--- config.mk ---
export PLATFORM = sky130hd
export DESIGN_NAME = traffic_light_ctrl_timed
export DESIGN_NICKNAME = d
export VERILOG_FILES = /design/src/rtl/traffic_pkg.sv /design/src/rtl/traffic_light_ctrl_timed_dwell_timer.sv /design/src/rtl/traffic_light_ctrl_timed.sv
export SDC_FILE = /design/constraint.sdc
export NUM_CORES = 1
export LEC_CHECK = 0
export BUFFER_PORTS_ARGS = -buffer_cell sky130_fd_sc_hd__buf_2
export CORE_MARGIN = 3
export CORE_UTILIZATION = 55
export CTS_BUF_LIST = sky130_fd_sc_hd__clkbuf_8
export DETAILED_ROUTE_END_ITERATION = 8
export HOLD_SLACK_MARGIN = 0.06
export PLACE_DENSITY = 0.79
export SYNTH_ARGS = -nofsm -noshare
export SYNTH_HDL_FRONTEND = slang
export SYNTH_SLANG_ARGS = --single-unit
--- constraint.sdc ---
create_clock -name clk -period 2.6 [get_ports clk]
set_input_delay 0.39 -clock clk [delete_from_list [all_inputs] [get_ports clk]]
set_output_delay 0.39 -clock clk [all_outputs]
set_load 0.02 [all_outputs]
--- src/rtl/traffic_pkg.sv ---
// traffic_pkg: state encodings, lamp constants and lamp decode helpers for the traffic controller
package traffic_pkg;
  typedef enum logic [2:0] {
    ALLRED_A  = 3'd0,
    NS_GREEN  = 3'd1,
    NS_YELLOW = 3'd2,
    ALLRED_B  = 3'd3,
    EW_GREEN  = 3'd4,
    EW_YELLOW = 3'd5,
    PED_WALK  = 3'd6,
    EMERG     = 3'd7
  } state_t;
  typedef logic [2:0] lamp_t;
  localparam lamp_t RED    = 3'b100;
  localparam lamp_t YELLOW = 3'b010;
  localparam lamp_t GREEN  = 3'b001;
  function automatic lamp_t ns_lamp(state_t s);
    return s == NS_GREEN ? GREEN : s == NS_YELLOW ? YELLOW : RED;
  endfunction
  function automatic lamp_t ew_lamp(state_t s);
    return s == EW_GREEN ? GREEN : s == EW_YELLOW ? YELLOW : RED;
  endfunction
endpackage

--- src/rtl/traffic_light_ctrl_timed_dwell_timer.sv ---
// dwell_timer: loadable down-counter that advances on tick_en and flags expiry on the final tick
module dwell_timer #(
  parameter int CNT_W = 8,
  parameter logic [CNT_W-1:0] RST_VAL = '0
) (
  input  logic             clk,
  input  logic             reset_n,
  input  logic             tick_en,
  input  logic             load,
  input  logic [CNT_W-1:0] load_val,
  output logic             expired
);
  logic [CNT_W-1:0] cnt;
  // load on phase entry, otherwise count down once per tick and park at zero
  always_ff @(posedge clk or negedge reset_n) begin
    if (!reset_n) cnt <= RST_VAL;
    else if (load) cnt <= load_val;
    else if (tick_en && cnt != '0) cnt <= cnt - CNT_W'(1);
  end
  assign expired = tick_en && cnt == '0;
endmodule

--- src/rtl/traffic_light_ctrl_timed.sv ---
// traffic_light_ctrl_timed: NS/EW light FSM with dwell timers, all-red clearance, ped walk and emergency
module traffic_light_ctrl_timed
  import traffic_pkg::*;
#(
  parameter int CNT_W        = 8,
  parameter int GREEN_TICKS  = 20,
  parameter int YELLOW_TICKS = 4,
  parameter int ALLRED_TICKS = 2,
  parameter int WALK_TICKS   = 10
) (
  input  logic       clk,
  input  logic       reset_n,
  input  logic       tick_en,
  input  logic       ped_req,
  input  logic       ew_car,
  input  logic       emergency,
  output logic [2:0] light_ns,
  output logic [2:0] light_ew,
  output logic       walk,
  output logic       ped_pend,
  output logic [2:0] state_o
);
  if (GREEN_TICKS < 1 || GREEN_TICKS > 2**CNT_W || YELLOW_TICKS < 1 || YELLOW_TICKS > 2**CNT_W ||
      ALLRED_TICKS < 1 || ALLRED_TICKS > 2**CNT_W || WALK_TICKS < 1 || WALK_TICKS > 2**CNT_W) begin : g_bad_ticks
    $error("traffic_light_ctrl_timed: every *_TICKS must be in [1, 2**CNT_W]");
  end
  localparam logic [CNT_W-1:0] G_LD = CNT_W'(GREEN_TICKS - 1);
  localparam logic [CNT_W-1:0] Y_LD = CNT_W'(YELLOW_TICKS - 1);
  localparam logic [CNT_W-1:0] A_LD = CNT_W'(ALLRED_TICKS - 1);
  localparam logic [CNT_W-1:0] W_LD = CNT_W'(WALK_TICKS - 1);
  state_t state, nxt;
  logic rest, load, expired;
  logic [CNT_W-1:0] ld_val;
  dwell_timer #(.CNT_W(CNT_W), .RST_VAL(A_LD)) u_timer (
    .clk      (clk),
    .reset_n  (reset_n),
    .tick_en  (tick_en),
    .load     (load),
    .load_val (ld_val),
    .expired  (expired)
  );
  // state register
  always_ff @(posedge clk or negedge reset_n) begin
    if (!reset_n) state <= ALLRED_A;
    else state <= nxt;
  end
  // next state: emergency outranks the NS-rest and ped decisions; yellow always runs its full dwell
  always_comb begin
    nxt = state;
    rest = 1'b0;
    case (state)
      ALLRED_A:  nxt = emergency ? EMERG : expired ? NS_GREEN : ALLRED_A;
      NS_GREEN: begin
        nxt = (emergency || (expired && (ew_car || ped_pend))) ? NS_YELLOW : NS_GREEN;
        rest = !emergency && expired && !ew_car && !ped_pend;
      end
      NS_YELLOW: nxt = !expired ? NS_YELLOW : emergency ? EMERG : ALLRED_B;
      ALLRED_B:  nxt = emergency ? EMERG : expired ? EW_GREEN : ALLRED_B;
      EW_GREEN:  nxt = (emergency || expired) ? EW_YELLOW : EW_GREEN;
      EW_YELLOW: nxt = !expired ? EW_YELLOW : emergency ? EMERG : ped_pend ? PED_WALK : ALLRED_A;
      PED_WALK:  nxt = emergency ? EMERG : expired ? ALLRED_A : PED_WALK;
      EMERG:     nxt = emergency ? EMERG : ALLRED_A;
      default:   nxt = ALLRED_A;
    endcase
  end
  // reload the dwell timer on every state entry and on each NS-rest lap
  always_comb begin
    load = (nxt != state) || rest;
    ld_val = (nxt == NS_GREEN || nxt == EW_GREEN) ? G_LD :
             (nxt == NS_YELLOW || nxt == EW_YELLOW) ? Y_LD :
             nxt == PED_WALK ? W_LD : A_LD;
  end
  // pedestrian latch: entering the walk phase clears it, even against a fresh press
  always_ff @(posedge clk or negedge reset_n) begin
    if (!reset_n) ped_pend <= 1'b0;
    else ped_pend <= (nxt == PED_WALK && state != PED_WALK) ? 1'b0 : (ped_pend | ped_req);
  end
  assign light_ns = ns_lamp(state);
  assign light_ew = ew_lamp(state);
  assign walk     = state == PED_WALK;
  assign state_o  = state;
endmodule

Word-level counts from Yosys, hierarchy flattened
Cells that the tools add are included.

cells by class
  equality and inequality tests = 14
  bitwise gates (word level) = 1
  reduce and logical (&&, ||, !) cells = 20
  add/sub/neg operators = 1
  multiplexer cells = 26

operator list
  cell                   number
  $mux W3                15
  $pmux W3 S8            1
  $eq A3 B3 Y1 const B   7
  $mux W8                2
  $eq A3 B2 Y1 const B   3
  $logic_not A8 Y1       1
  $mux W4                2
  $reduce_bool A8 Y1     1
  $sub A8 B1 Y8 const B  1
  $logic_and A1 B1 Y1    7
  $eq A3 B1 Y1 const B   2
  $logic_or A1 B1 Y1     6
  $mux W5                1
  $mux W1                4
  $logic_not A1 Y1       3
  $logic_not A3 Y1       1
  $ne A3 B3 Y1           1
  $ne A3 B3 Y1 const B   1
  $mux W2                1
  $reduce_bool A2 Y1     1
  $or A1 B1 Y1           1

storage, ports and cells
  output and inout port bits = 11
  logic and storage cells = 65
  register bits = 12
  input port bits = 6

Longest topological paths before layout
Gate-level depths: netlist of run 1.

  depth in word-level cells = 11
  mapped depth = 9
  gate-level depth less buffers = 9

Modules after synthesis
From an unflattened synthesis of run 1, not the netlist that was laid out.

second synthesis, totals
  cells, all modules = 119
  area total of the unflattened synthesis = 1121.1 µm²

by module, submodules not included
  module                    cells each  area an instance (µm²)  times used  sequential area each (µm²)
  traffic_light_ctrl_timed  63          569.3                   1           100.1
  dwell_timer               56          551.8                   1           201.4

Worst setup path after synthesis of run 1
OpenSTA, ideal clock, no wires.

  path kind = register to register
  start = register u_timer.cnt[0]
  end = register u_timer.cnt[1]
  period minus slack after synthesis = 2262 ps
  data arrival time = 2180 ps
  setup time = 82 ps
  buffers on the path = 1
  slack = 338 ps
  cell stages (with the launch flop) = 10
  required time = 2518 ps
  cell sequence = dfstp_2 > inv_1 > ha_1 > or4bb_1 > nor2_4 > nor3_1 > or4_1 > buf_2 > a2bb2oi_1 > a31oi_1

on the way
  longest elaborated chain between the ends = 11
  elaborated cells between the ends (all ways) = 36
  those cells by class = add/sub: 1; eq/ne: 5; mux: 16; reduce/logical: 14

RTL lines
  element                                              line                                        RTL
  from (decl)                                          traffic_light_ctrl_timed_dwell_timer.sv:13  logic [CNT_W-1:0] cnt;
  from (signal assigned)                               traffic_light_ctrl_timed_dwell_timer.sv:17  else if (load) cnt <= load_val;
  from (signal assigned)                               traffic_light_ctrl_timed_dwell_timer.sv:18  else if (tick_en && cnt != '0) cnt <= cnt - CNT_W'(1);
  $logic_not A8 Y1                                     traffic_light_ctrl_timed_dwell_timer.sv:20  assign expired = tick_en && cnt == '0;
  $logic_and A1 B1 Y1                                  traffic_light_ctrl_timed_dwell_timer.sv:20
  $logic_and A1 B1 Y1                                  traffic_light_ctrl_timed.sv:54              nxt = (emergency || (expired && (ew_car || ped_pend))) ? NS_YELLOW : NS_GREEN;
  $logic_or A1 B1 Y1                                   traffic_light_ctrl_timed.sv:54
  $mux W2                                              traffic_light_ctrl_timed.sv:54
  $pmux W3 S8                                          traffic_light_ctrl_timed.sv:51              case (state)
  $eq A3 B2 Y1 / $eq A3 B3 Y1 (equally long branches)  traffic_light_ctrl_timed.sv:70              (nxt == NS_YELLOW || nxt == EW_YELLOW) ? Y_LD :
  $logic_or A1 B1 Y1                                   traffic_light_ctrl_timed.sv:70
  $mux W4                                              traffic_light_ctrl_timed.sv:70
  $mux W5                                              traffic_light_ctrl_timed.sv:69              ld_val = (nxt == NS_GREEN || nxt == EW_GREEN) ? G_LD :
  $mux W8                                              traffic_light_ctrl_timed_dwell_timer.sv:17

Parallel ways exist; a longest one is shown, timed or not. The select of a mux whose other input is x is not followed.
A chain may end at the register's enable or synchronous reset.

Worst setup path in the final report of run 1
  start = register u_timer.cnt[0]
  end = register u_timer.cnt[4]

on the way
  longest elaborated chain between the ends = 10
  elaborated cells between the ends (all ways) = 32
  those cells by class = add/sub: 1; eq/ne: 3; mux: 15; reduce/logical: 13

RTL lines
  element                                              line
  $logic_not A8 Y1                                     traffic_light_ctrl_timed_dwell_timer.sv:20
  $logic_and A1 B1 Y1                                  traffic_light_ctrl_timed_dwell_timer.sv:20
  $logic_and A1 B1 Y1                                  traffic_light_ctrl_timed.sv:54
  $logic_or A1 B1 Y1                                   traffic_light_ctrl_timed.sv:54
  $mux W2                                              traffic_light_ctrl_timed.sv:54
  $pmux W3 S8                                          traffic_light_ctrl_timed.sv:51
  $eq A3 B1 Y1 / $eq A3 B3 Y1 (equally long branches)  traffic_light_ctrl_timed.sv:69
  $logic_or A1 B1 Y1                                   traffic_light_ctrl_timed.sv:69
  $mux W5                                              traffic_light_ctrl_timed.sv:69
  $mux W8                                              traffic_light_ctrl_timed_dwell_timer.sv:17

Parallel ways exist; a longest one is shown, timed or not. The select of a mux whose other input is x is not followed.

==> impl_metrics.ini, run 1 <==
[clocking]
cts_tree = built
clk_latency_ns = 0.24
path_clk_slew_ns = 0.06
cts_root_buf = clkbuf_8
numCtsBuffers = 3
cts_sinks = 12
post-cts-setup-buffers = 0
htree_levels = 1
ctsLongestPathBuffers = 2

[worst_setup_path]
cp.required_ns = 2.75
worstRegToRegCells = 8
end_kind = flip-flop
crit_chain = inv_1 > ha_1 > or4bb_1 > nor2_4 > nor3_1 > or4_1 > nand2b_1 > o211ai_1
critPathLaunchType = flip-flop
critPathMaxFanout = 6
r2r-start = u_timer.cnt[0]
criticalPathCategory = flip-flop to flip-flop
worst_ep_arrival_time_ns = 2.60
max_stage_delay_ns = 0.64
rrSetupSlack_ns = 0.16
endpoint = u_timer.cnt[4]
cp_slowest_cell = or4_1
timing.rr.end = u_timer.cnt[4]
timing.critical_path.from = u_timer.cnt[0]

[global_route]
grt_pass1_vias = 836
antenna_found_initial = 0
grt_max_degree = 18
overflow = 0
grt_use_total = 0.237
grt_pass1_wl_um = 3760

[die]
boundaryPins = 17
coreArea_um2 = 1560
start_util = 0.603
die_y_um = 47.3
fp.dieW_um = 47.3
die_area_um2 = 2240
rows = 14

[cells_and_area]
fillers = 118
drive_gt1_frac = 0.226
register_area_um2 = 302
stdcell_count = 149
multiInputGateArea_um2 = 584
diodes = 0
nets = 142
syn2layout_area_growth_pct = 16.8

[timing]
fin_crit_ns = 2.44
maxClockFrequency_ghz = 0.409
skew_ns = 0.00331
slew_headroom = 0.559
finalHoldViolCount = 0
drv_slew = 0
fin_crit_sh = 0.940
fin_tns_setup_ns = 0
worst_pin_slew_ns = 0.654
rsz0062_at_grt = no
setup_viol = 0

[power_and_ir_drop]
pwr_density_cell_nw_per_um2 = 1380
vdd_drop_max_mv = 0.968
total_power_mw = 1.51
leakagePower_nw = 0.475

[route]
ant_nets = 0
dr.pass1.iters = 4
drt-initial-drc-count = 33
wire_per_inst_um = 14.9
num_vias = 927
viasPerCell = 6.22
drc_errors = 0
finalWirelength_um = 2210

[placed_design]
numPortBuffers = 16
dpl.cell_count = 144
place.detailed.hpwl_um = 1690
gp_congestion = 0.958

[logic_synthesis]
synth.avg_cell_area_um2 = 8.17
synth_common_cells = nor2_1, dfrtp_1, inv_1, nand2_1, o21ai_0
yosys-top-cells-area = dfrtp_1, nor2_1, xnor2_1
ys_async_sr_fraction = 1.00
ys_types = 42
synth_most_common_cell = nor2_1
yosysTopAreaCellShare = 0.293
synth_edf_count = 0
synth-seq-cells = 12
syn_area_um2 = 940
yosysSeqAreaShare = 0.321
syn_inst = 115
yosys_warnings = 0
syn_nets = 123
synth_largest_area_cell = dfrtp_1
synthFlopType = dfrtp_1

[outcome]
status = finished, final reports clean

[flow_run]
cap_violations = 0

[worst_hold_path]
hold_path_class = input pin to flip-flop
## routing by layer
metal / GRT usage / wire length [um]
met1: 0.326 / 1050
met4: 0.0939 / 34
met5: 0 / 0
met2: 0.356 / 1020
met3: 0.0536 / 109
## repair_timing
| item | CTS | global route |
|---|---|---|
| hold buffers | 1 | 0 |
| endpoints found under the hold margin | 11 | 0 |
| gates resized for setup | 0 | 2 |
| setup endpoints to repair | 0 | 2 |
## layout by cell type, fill, tap and decap left out, drive strengths merged, types with 2 or more instances in the layout
master	n
buf	19
nor2	15
dfrtp	11
inv	10
nand2	7
o21ai	7
nor3	6
nand2b	5
xnor2	5
nor4	4
a21oi	4
nor2b	3
clkbuf	3
or4	3
o21a	2
nand3	2
xor2	2
a211oi	2
ha	2
## cell families (layout without fill, tap and decap cells)
| group | Yosys count | after routing | synth area share |
|---|---|---|---|
| AND/OR/NAND/NOR | 52 | 52 | 0.316 |
| AO/OA/AOI/OAI | 26 | 26 | 0.200 |
| buffers and inverters | 15 | 33 | 0.0612 |
| flip-flops | 12 | 12 | 0.321 |
| XOR/XNOR | 7 | 7 | 0.0652 |
| adder cells (fa/ha/maj) | 2 | 2 | 0.0266 |
| multiplexers | 1 | 1 | 0.0107 |
## worst min-delay path by stage
| stage | startpoint | end | slack (ns) | depth (start not counted) |
|---|---|---|---|---|
| after floorplan | reset_n | ped_pend | 0.09 | 0 |
| after global placement | reset_n | u_timer.cnt[7] | 0.28 | 1 |
| after detailed placement | reset_n | u_timer.cnt[5] | 0.28 | 1 |
| after CTS | ped_req | ped_pend | 0.38 | 2 |
| after global routing | ped_req | ped_pend | 0.39 | 2 |
| final | ped_req | ped_pend | 0.38 | 2 |
## stage by stage
stage / utilization / hold WS, ns / instance area, um^2 / setup WS [ns]
floorplan: - / 0.0944 / 940 / 0.338
global placement: 0.666 / 0.276 / 1040 / 0.202
detailed placement: 0.666 / 0.278 / 1040 / 0.168
CTS: 0.701 / 0.384 / 1090 / 0.135
global route: 0.704 / 0.390 / 1100 / 0.0260
finish: 0.704 / 0.382 / 1100 / 0.156
## cell type report
cell class,instances,area share
Clock buffer,3,0.0376
Clock inverter,1,0.00342
Inverter,9,0.0308
Multi-Input combinational cell,88,0.532
Sequential cell,12,0.275
Tap cell,16,0.0182
Timing Repair Buffer,20,0.103
## where the power goes
group / switching, mW / internal, mW / leakage, nW / total, mW
registers: 0.107 / 0.275 / 0.148 / 0.382
logic: 0.577 / 0.385 / 0.301 / 0.961
clock network: 0.0667 / 0.104 / 0.0269 / 0.171
## flip-flops by register name, indices dropped and copies added, names as in the netlist
register,cells
u_timer.cnt,8
ped_pend,1
state_o,3
## worst max-delay path: cells and delay by family, from the launching register on
kind                       cells  cell delay (ns)
buffers and inverters          1             0.11
adders and majority gates      1             0.20
DFF                            1             0.36
AOI/OAI and AO/OA              1             0.17
and+or+nand+nor                5             1.52
No activity file was read; power rests on OpenSTA's default activity.
==> run 2: changes to the inputs <==
==> constraint.sdc (replaced) <==
create_clock -name clk -period 2.35 [get_ports clk]
set_input_delay 0.3525 -clock clk [delete_from_list [all_inputs] [get_ports clk]]
set_output_delay 0.3525 -clock clk [all_outputs]
set_load 0.02 [all_outputs]
==> impl_metrics.ini, run 2 (synthesis gave the netlist of run 1 again) <==
[clocking]
clk_latency_ns = 0.24
cts_tree = built
htree_levels = 1
ctsLongestPathBuffers = 2
cts_root_buf = clkbuf_8
path_clk_slew_ns = 0.05
post-cts-setup-buffers = 0
cts_sinks = 12
numCtsBuffers = 3

[timing]
layout_setup_ws_ns = 0.0848
slew_headroom = 0.636
drv_slew = 0
fin_crit_sh = 0.964
rsz0062_at_grt = no
maxClockFrequency_ghz = 0.441
worst_pin_slew_ns = 0.537
whs_ns = 0.343
skew_ns = 0.00575
fin_crit_ns = 2.27
setup_viol = 0
finalHoldViolCount = 0
fin_tns_setup_ns = 0

[worst_hold_path]
hold_path_class = input pin to flip-flop

[die]
die_y_um = 47.3
die_area_um2 = 2240
boundaryPins = 17
coreArea_um2 = 1560
start_util = 0.603
rows = 14
fp.dieW_um = 47.3

[cells_and_area]
drive_gt1_frac = 0.281
largest_register = u_timer.cnt
final_cell_mix = buf_2, nor2_1, dfrtp_1
post-route-util = 0.749
syn2layout_area_growth_pct = 24.2
largest_register_ffs = 8
final_common_cell = buf_2
nets = 148
diodes = 0

[placed_design]
numPortBuffers = 16
preCtsSetupSlack_ns = -0.0355
gp_congestion = 0.900
place.detailed.hpwl_um = 1720

[route]
finalWirelength_um = 2320
num_vias = 952
drc_errors = 0
wire_per_inst_um = 15.0
drt-initial-drc-count = 30
viasPerCell = 6.14
dr.pass1.iters = 4
ant_nets = 0

[power_and_ir_drop]
p_clk_frac = 0.126
leakagePower_nw = 0.510
sw_frac_of_total = 0.475
pwr_density_cell_nw_per_um2 = 1510
vdd_drop_max_mv = 0.977
cellInternalPower_uw = 924
pwr-share-seq = 0.241
p_switching_uw = 837
power_frac_comb = 0.633

[global_route]
antenna_found_initial = 0
grt_use_total = 0.227
grt_pass1_wl_um = 3520
grt_max_degree = 18
grt_pass1_vias = 760
overflow = 0

[worst_setup_path]
critPathLaunchType = flip-flop
critPathMaxFanout = 6
worst_ep_arrival_time_ns = 2.42
end_kind = flip-flop
cp.required_ns = 2.51
criticalPathCategory = flip-flop to flip-flop

[outcome]
status = finished, final reports clean

[flow_run]
cap_violations = 0
-- run 2: area by class of cell --
cell class / count / area, um^2
Timing Repair Buffer: 26 / 158
Inverter: 9 / 33.8
Multi-Input combinational cell: 88 / 599
Fill cell: 102 / 392
Clock buffer: 4 / 55.1
Tap cell: 16 / 20.0
Sequential cell: 12 / 302
-- run 2: through the flow --
step           instance area, um^2  instances  power (mW)
3_3_place_gp                  1080        150        1.46
4_1_cts                       1150        155        1.73
6_report                      1170        155        1.76
5_1_grt                       1170        155        1.88
3_5_place_dp                  1080        150        1.47
2_1_floorplan                  940        115        1.19
-- run 2: worst max-delay path: stages (launching register included) --
cell,delay [ns]
dfrtp_1,0.39
inv_1,0.08
ha_2,0.19
and4bb_2,0.28
a21oi_1,0.13
o21a_1,0.22
or4_4,0.58
a2bb2oi_1,0.15
a31oi_1,0.17
-- run 2: path summary, 6_finish.rpt --
path                       cells past startpoint            from              to  slack [ns]
max                                            8  u_timer.cnt[1]  u_timer.cnt[1]        0.08
min                                            2         ped_req        ped_pend        0.34
max reg2reg                                    8  u_timer.cnt[1]  u_timer.cnt[1]        0.08
min reg2reg                                    2  u_timer.cnt[1]  u_timer.cnt[1]        0.62
max in group asynchronous                      2         reset_n  u_timer.cnt[0]        1.57
min in group asynchronous                      2         reset_n  u_timer.cnt[5]        0.51
-- run 2: layer usage --
layer | GRT usage | vias to the layer above | routed length (um)
met5 | 0 | - | 0
met4 | 0.0663 | 0 | 34
met3 | 0.0690 | 4 | 162
met2 | 0.342 | 37 | 1080
met1 | 0.313 | 450 | 1050
li1 | - | 461 | -
-- run 2: power groups by stage --
stage | registers, mW | logic (mW) | clock network [mW]
2_1_floorplan | 0.442 | 0.752 | 0
3_3_place_gp | 0.412 | 1.04 | 0
3_5_place_dp | 0.414 | 1.06 | 0
6_report | 0.424 | 1.12 | 0.222
5_1_grt | 0.433 | 1.21 | 0.238
4_1_cts | 0.412 | 1.09 | 0.226
-- run 2: timing repair --
item	in CTS	in global routing
hold buffers	1	0
pin swaps	0	1
gates resized for setup	2	3
hold endpoints to repair	11	0
endpoints found under the setup margin	3	4
